`src/rtl/fetch_ctrl_if.sv`:
```
// Instruction-memory fetch port shared by fetch_ctrl (master) and the instruction memory (slave).
// Handshake: a word moves when im_req && im_ready in the same cycle; im_rdata must then be the word at im_addr.
interface fetch_ctrl_if;
  logic        im_req;
  logic [31:0] im_addr;
  logic        im_ready;
  logic [31:0] im_rdata;

  modport master (output im_req, output im_addr, input im_ready, input im_rdata);
  modport slave  (input im_req, input im_addr, output im_ready, output im_rdata);
endinterface

```
`src/rtl/fetch_ctrl.sv`:
```
// MIPS instruction-fetch sequencer: owns the PC, drives the IM fetch port and loads the IF/ID registers.
// FETCH_CTRL_DELAY_SLOT_EN selects delay-slot redirects; undefined, a redirect squashes the in-flight fetch.
module fetch_ctrl #(
  parameter logic [31:0] RESET_PC = 32'h0000_3000,
  parameter logic [31:0] IM_BASE  = 32'h0000_3000,
  parameter int          IM_WORDS = 4096
) (
  input  logic              clk,
  input  logic              reset,
  input  logic              stall,
  input  logic              br_taken,
  input  logic [31:0]       br_target,
  input  logic              jmp,
  input  logic [31:0]       jmp_target,
  fetch_ctrl_if.master      im,
  output logic [31:0]       if_instr,
  output logic [31:0]       if_pc,
  output logic [31:0]       if_pc4,
  output logic              if_valid,
  output logic              addr_err,
  output logic [1:0]        o_dbg_state
);

  typedef enum logic [1:0] {
    ST_RUN  = 2'd0,
    ST_PEND = 2'd1,
    ST_ERR  = 2'd2
  } state_t;

  // One past the last legal byte address; 33 bits so the bound cannot wrap.
  localparam logic [32:0] IM_LIMIT = {1'b0, IM_BASE} + (33'(IM_WORDS) * 33'd4);

  state_t      r_state;
  logic [31:0] r_pc;
  logic [31:0] r_if_instr;
  logic [31:0] r_if_pc;
  logic [31:0] r_if_pc4;
  logic        r_if_valid;

  state_t      w_state_nxt;
  logic [31:0] w_pc_nxt;
  logic [31:0] w_if_instr_nxt;
  logic [31:0] w_if_pc_nxt;
  logic [31:0] w_if_pc4_nxt;
  logic        w_if_valid_nxt;

  logic        w_legal;
  logic        w_req;
  logic        w_xfer;
  logic        w_redir;
  logic [31:0] w_redir_tgt;
  logic [31:0] w_pc4;

`ifdef FETCH_CTRL_DELAY_SLOT_EN
  logic [31:0] r_pend_tgt;
  logic [31:0] w_pend_nxt;
`endif

  assign w_pc4       = r_pc + 32'd4;
  assign w_legal     = (r_pc[1:0] == 2'b00) && (r_pc >= IM_BASE) && ({1'b0, r_pc} < IM_LIMIT);
  assign w_req       = !reset && !stall && (r_state != ST_ERR) && w_legal;
  assign w_xfer      = w_req && im.im_ready;
  assign w_redir     = br_taken || jmp;
  assign w_redir_tgt = br_taken ? br_target : jmp_target;

  always_ff @(posedge clk) begin
    if (reset) begin
      r_state    <= ST_RUN;
      r_pc       <= RESET_PC;
      r_if_instr <= 32'd0;
      r_if_pc    <= 32'd0;
      r_if_pc4   <= 32'd0;
      r_if_valid <= 1'b0;
`ifdef FETCH_CTRL_DELAY_SLOT_EN
      r_pend_tgt <= 32'd0;
`endif
    end else begin
      r_state    <= w_state_nxt;
      r_pc       <= w_pc_nxt;
      r_if_instr <= w_if_instr_nxt;
      r_if_pc    <= w_if_pc_nxt;
      r_if_pc4   <= w_if_pc4_nxt;
      r_if_valid <= w_if_valid_nxt;
`ifdef FETCH_CTRL_DELAY_SLOT_EN
      r_pend_tgt <= w_pend_nxt;
`endif
    end
  end

  // Stall freezes everything; otherwise IF/ID takes a bubble unless a word transfers.
  always_comb begin
    w_state_nxt    = r_state;
    w_pc_nxt       = r_pc;
    w_if_instr_nxt = r_if_instr;
    w_if_pc_nxt    = r_if_pc;
    w_if_pc4_nxt   = r_if_pc4;
    w_if_valid_nxt = r_if_valid;
`ifdef FETCH_CTRL_DELAY_SLOT_EN
    w_pend_nxt     = r_pend_tgt;
`endif
    if (!stall) begin
      w_if_instr_nxt = 32'd0;
      w_if_pc_nxt    = 32'd0;
      w_if_pc4_nxt   = 32'd0;
      w_if_valid_nxt = 1'b0;
      if ((r_state == ST_ERR) || !w_legal) begin
        w_state_nxt = ST_ERR;
      end else begin
        if (w_xfer) begin
          w_if_instr_nxt = im.im_rdata;
          w_if_pc_nxt    = r_pc;
          w_if_pc4_nxt   = w_pc4;
          w_if_valid_nxt = 1'b1;
        end
`ifdef FETCH_CTRL_DELAY_SLOT_EN
        if (r_state == ST_PEND) begin
          // Redirects seen here are ignored: the delay slot is still in IF.
          if (w_xfer) begin
            w_pc_nxt    = r_pend_tgt;
            w_state_nxt = ST_RUN;
          end
        end else if (w_xfer) begin
          w_pc_nxt = w_redir ? w_redir_tgt : w_pc4;
        end else if (w_redir) begin
          w_pend_nxt  = w_redir_tgt;
          w_state_nxt = ST_PEND;
        end
`else
        if (w_redir) begin
          // Squash: drop whatever came back this cycle and refetch at the target.
          w_if_instr_nxt = 32'd0;
          w_if_pc_nxt    = 32'd0;
          w_if_pc4_nxt   = 32'd0;
          w_if_valid_nxt = 1'b0;
          w_pc_nxt       = w_redir_tgt;
        end else if (w_xfer) begin
          w_pc_nxt = w_pc4;
        end
`endif
      end
    end
  end

  always_comb begin
    im.im_req   = w_req;
    im.im_addr  = r_pc;
    addr_err    = (r_state == ST_ERR) || (!stall && !w_legal);
    o_dbg_state = r_state;
    if_instr    = r_if_instr;
    if_pc       = r_if_pc;
    if_pc4      = r_if_pc4;
    if_valid    = r_if_valid;
  end

endmodule

```
`src/flat_wrapper.sv`:
```
// flat-port wrapper written by rule: the top's interface ports become plain ports
module fetch_ctrl_flat 
#(
  parameter logic [31:0] RESET_PC = 32'h0000_3000,
  parameter logic [31:0] IM_BASE  = 32'h0000_3000,
  parameter int          IM_WORDS = 4096
)
  (clk, reset, stall, br_taken, br_target, jmp, jmp_target, if_instr, if_pc, if_pc4, if_valid, addr_err, o_dbg_state, im_im_req, im_im_addr, im_im_ready, im_im_rdata);
  fetch_ctrl_if im_i ();
  input  logic clk;
  input  logic reset;
  input  logic stall;
  input  logic br_taken;
  input  logic [31:0] br_target;
  input  logic jmp;
  input  logic [31:0] jmp_target;
  output logic [31:0] if_instr;
  output logic [31:0] if_pc;
  output logic [31:0] if_pc4;
  output logic if_valid;
  output logic addr_err;
  output logic [1:0] o_dbg_state;
  output wire logic [$bits(im_i.im_req)-1:0] im_im_req;
  output wire logic [$bits(im_i.im_addr)-1:0] im_im_addr;
  input wire logic [$bits(im_i.im_ready)-1:0] im_im_ready;
  input wire logic [$bits(im_i.im_rdata)-1:0] im_im_rdata;
  assign im_im_req = im_i.im_req;
  assign im_im_addr = im_i.im_addr;
  assign im_i.im_ready = im_im_ready;
  assign im_i.im_rdata = im_im_rdata;
  fetch_ctrl #(.RESET_PC(RESET_PC), .IM_BASE(IM_BASE), .IM_WORDS(IM_WORDS)) u_core (.clk(clk), .reset(reset), .stall(stall), .br_taken(br_taken), .br_target(br_target), .jmp(jmp), .jmp_target(jmp_target), .im(im_i), .if_instr(if_instr), .if_pc(if_pc), .if_pc4(if_pc4), .if_valid(if_valid), .addr_err(addr_err), .o_dbg_state(o_dbg_state));
endmodule
```
`config.mk`:
```
export PLATFORM = sky130hd
export DESIGN_NAME = fetch_ctrl_flat
export DESIGN_NICKNAME = d
export VERILOG_FILES = /design/src/rtl/fetch_ctrl_if.sv /design/src/rtl/fetch_ctrl.sv /design/src/flat_wrapper.sv
export SDC_FILE = /design/constraint.sdc
export NUM_CORES = 1
export LEC_CHECK = 0
export ABC_AREA = 1
export CORE_MARGIN = 2
export CORE_UTILIZATION = 38
export CTS_CLUSTER_DIAMETER = 120
export CTS_CLUSTER_SIZE = 25
export DETAILED_ROUTE_END_ITERATION = 10
export GPL_TIMING_DRIVEN = 0
export HOLD_SLACK_MARGIN = 0.15
export PLACE_DENSITY = 0.77
export SYNTH_ARGS = -nofsm -noshare
export SYNTH_HDL_FRONTEND = slang
export SYNTH_SLANG_ARGS = --single-unit
```
`constraint.sdc`:
```
create_clock -name clk -period 1.7 [get_ports clk]
set_clock_uncertainty 0.05 [all_clocks]
set_input_delay 0.255 -clock clk [delete_from_list [all_inputs] [get_ports clk]]
set_output_delay 0.255 -clock clk [all_outputs]
set_load 0.02 [all_outputs]
```
==> results.yml <==
grt:
  grt_max_degree: 17
  grt_util_met3_pct: 8.457
  globalRouteTotalUtil_pct: 24.02
  busiest_layer: "met2"
  grt_use_met2_pct: 40.28
  met1_usage_pct: 27.58
  overflow: 0
  grt_pass1_wl_um: 27670
  first_global_vias: 5501
  antenna_found_initial: 0
synth:
  yosysWarnings: 0
  syn_area_um2: 5310
  synth_seq_cells: 128
  synthCells: 719
  synthesis.nets: 823
  syn_area_per_cell_um2: 7.385
  seq_area_frac_synth_pct: 48.26
  yosysUniqueCellTypes: 31
timing:
  setup_viol: 91
  layout_setup_ws_ns: -0.2465
  period_minus_slack_ns: 1.947
  tightest_slew_ns: 0.7060
  fmax_mhz: 513.7
  relSlewSlack_pct: 52.93
  finalSetupTns_ns: -12.20
  rsz0062_at_grt: "yes"
  finalHoldViolCount: 0
  period_share_pct: 114.5
  drv_slew: 0
final_layout:
  nets: 1093
  layout-drive-gt1-share_pct: 20.26
  final_core_util_pct: 68.39
  area_growth_pct: 77.38
  diodes: 0
  instances_no_fill: 1182
critical_path:
  path_class: "input pin to flip-flop"
  timing.rr.start: "u_core.im.im_addr[13]$_SDFFE_PP1P_"
  crit_path_end_kind: "flip-flop"
  arrival_ns: 2.23
  cp.required_ns: 1.99
  rrSetupSlack_ns: -0.22
  cp_max_fo: 10
  critPathLaunch: "jmp"
  start_kind: "input pin"
clocking:
  cts_tree: "built"
  holdBufCountCts: 0
  root_buffer: "clkbuf_16"
  htree_levels: 4
  cts_sinks: 128
  clk_pin_slew_ns: 0.06
  insertion_delay_ns: 0.42
  clock_path_buffers: 2
  numCtsBuffers: 17
worst_hold_path:
  hold_path_class: "input pin to flip-flop"
  hp-start: "im_im_rdata[4]"
die:
  die_y_um: 122.2
  dieArea_um2: 14940
  fp.coreArea_um2: 13770
  pin_count: 235
  rows: 43
  initial_core_util_pct: 38.55
  die_w_um: 122.2
placed_design:
  preCtsSetupSlack_ns: -0.7502
  post-dp-hpwl_um: 13030
  portBuffers: 230
  placed_cells: 1129
  place_congestion: 0.8822
outcome:
  outcome: "finished, violations left"
  violations: "negative setup slack"
routing:
  wirelength_um: 18530
  dr_total_vias: 5810
  first_pass_iters: 5
  vias_per_cell: 4.915
  wl_per_cell_um: 15.68
  final_antenna_net_count: 0
  drc: 0
  dr.first_iter.drc_count: 322
power_and_ir_drop:
  vdd_ir_drop_max_mv: 0.8113
  power_density_nw_per_um2: 1348
  leakagePower_nw: 4.439
  total_power_w: 0.01270
job:
  cap_violations: 0
power breakdown:
part	internal, W	switching (W)	leakage, nW
combinational	0.00247	0.00293	3.13
clock	0.00219	0.00131	0.266
sequential	0.00339	0.000421	1.04
total	0.00804	0.00466	4.44
metrics by stage:
| step | hold WS (ns) | area (um^2) |
|---|---|---|
| after floorplan | 0.3650 | 5341 |
| after global placement | 0.3758 | 7869 |
| after detailed placement | 0.3777 | 7869 |
| after CTS | 0.3432 | 8721 |
| after global routing | 0.3605 | 9419 |
| final | 0.3605 | 9419 |
registers in the layout, summed over array words and instances (netlist names):
| name | flops |
|---|---|
| u_core.if_valid | 1 |
| u_core.if_instr | 32 |
| u_core.im.im_addr | 32 |
| u_core.if_pc4 | 32 |
| u_core.o_dbg_state | 1 |
| u_core.if_pc | 30 |
synth_stat cells:
| library cell | number | area share (%) |
|---|---|---|
| nor2_1 | 119 | 8.4 |
| nand4_2 | 1 | 0.24 |
| clkinv_1 | 1 | 0.071 |
| nand2_1 | 178 | 13 |
| nand2_2 | 1 | 0.12 |
| buf_6 | 3 | 0.64 |
| o21a_1 | 1 | 0.14 |
| buf_2 | 7 | 0.66 |
| dfxtp_1 | 128 | 48 |
| inv_1 | 28 | 2.0 |
| xor2_1 | 5 | 0.82 |
| xnor2_1 | 3 | 0.49 |
| nor2_4 | 2 | 0.42 |
| buf_4 | 4 | 0.57 |
| a22oi_1 | 11 | 1.6 |
| ha_1 | 2 | 0.47 |
| conb_1 | 1 | 0.071 |
| o211ai_1 | 1 | 0.14 |
| clkbuf_1 | 34 | 2.4 |
| a21oi_1 | 61 | 5.7 |
| nand3_2 | 2 | 0.38 |
| a22o_1 | 17 | 2.8 |
| inv_2 | 1 | 0.071 |
| nand4_1 | 4 | 0.47 |
| nand3b_1 | 17 | 2.4 |
| o21bai_1 | 1 | 0.14 |
| nand3_1 | 69 | 6.5 |
| o21ai_0 | 7 | 0.66 |
| buf_1 | 8 | 0.57 |
| nor3_1 | 1 | 0.094 |
| and2_1 | 1 | 0.12 |
critical path: stages:
cell,delay [ns]
clkdlybuf4s50_1,0.47
nor2_2,0.30
clkbuf_2,0.32
clkbuf_1,0.57
nand3_1,0.17
a21oi_1,0.14
worst paths after layout:
check                                          to  depth (start not counted)
setup / recovery     u_core.if_pc[8]$_SDFFE_PP0N_                          6
hold / removal    u_core.if_instr[4]$_SDFFE_PP0N_                          3
setup reg to reg     u_core.if_pc[8]$_SDFFE_PP0N_                         11
hold reg to reg    u_core.if_pc4[25]$_SDFFE_PP0N_                          2
kinds of logic after synthesis:
| group | share of synthesized area, % |
|---|---|
| adders and majority gates | 0.4712 |
| xor gates and xnor gates | 1.320 |
| AOI/OAI and AO/OA | 11.19 |
| and+or+nand+nor | 31.74 |
| DFF | 48.26 |
| other | 0.07062 |
| buffers and inverters | 6.951 |
cells in the final DEF (no fill, tap or decap), types with 4 or more instances in the layout:
cell type	n
nand2_1	164
nor2_1	87
a21oi_2	30
xor2_1	4
nand3_1	42
nand3_2	20
a22oi_1	11
dfxtp_2	16
buf_4	14
a21oi_1	31
buf_1	7
dlymetal6s2s_1	44
clkbuf_16	18
buf_8	4
nand3b_1	17
nor2_2	15
clkinvlp_4	4
dfxtp_1	109
nand3_4	9
buf_6	16
clkdlybuf4s50_1	138
nand2_2	12
a22o_1	17
clkbuf_1	33
inv_1	27
nand4_1	4
nor2_4	19
o21ai_0	5
dlygate4sd2_1	46
metal layers:
metal | vias up | wire length [um]
met3 | 33 | 1682
met2 | 251 | 9037
met4 | 0 | 436
met5 | - | 0
met1 | 2648 | 7375
li1 | 2878 | -
final cells by class:
| type | count | area [um^2] |
|---|---|---|
| buffer | 56 | 355.3 |
| tap | 180 | 225.2 |
| clock inverter | 10 | 113.9 |
| sequential | 128 | 2594 |
| inverter | 30 | 120.1 |
| timing repair buffer | 251 | 2615 |
| multi-input combinational | 505 | 2942 |
| fill | 1158 | 4354 |
| clock buffer | 22 | 454.2 |
what timing repair did:
item | 4_1_cts | 5_1_grt
pin swaps | 12 | 27
endpoints found under the setup margin | 133 | 137
gates cloned | 4 | 2
buffers inserted | 13 | 2
resized for setup | 114 | 187
endpoints found under the hold margin | 0 | 0
Power figures use the tool's default switching activity.
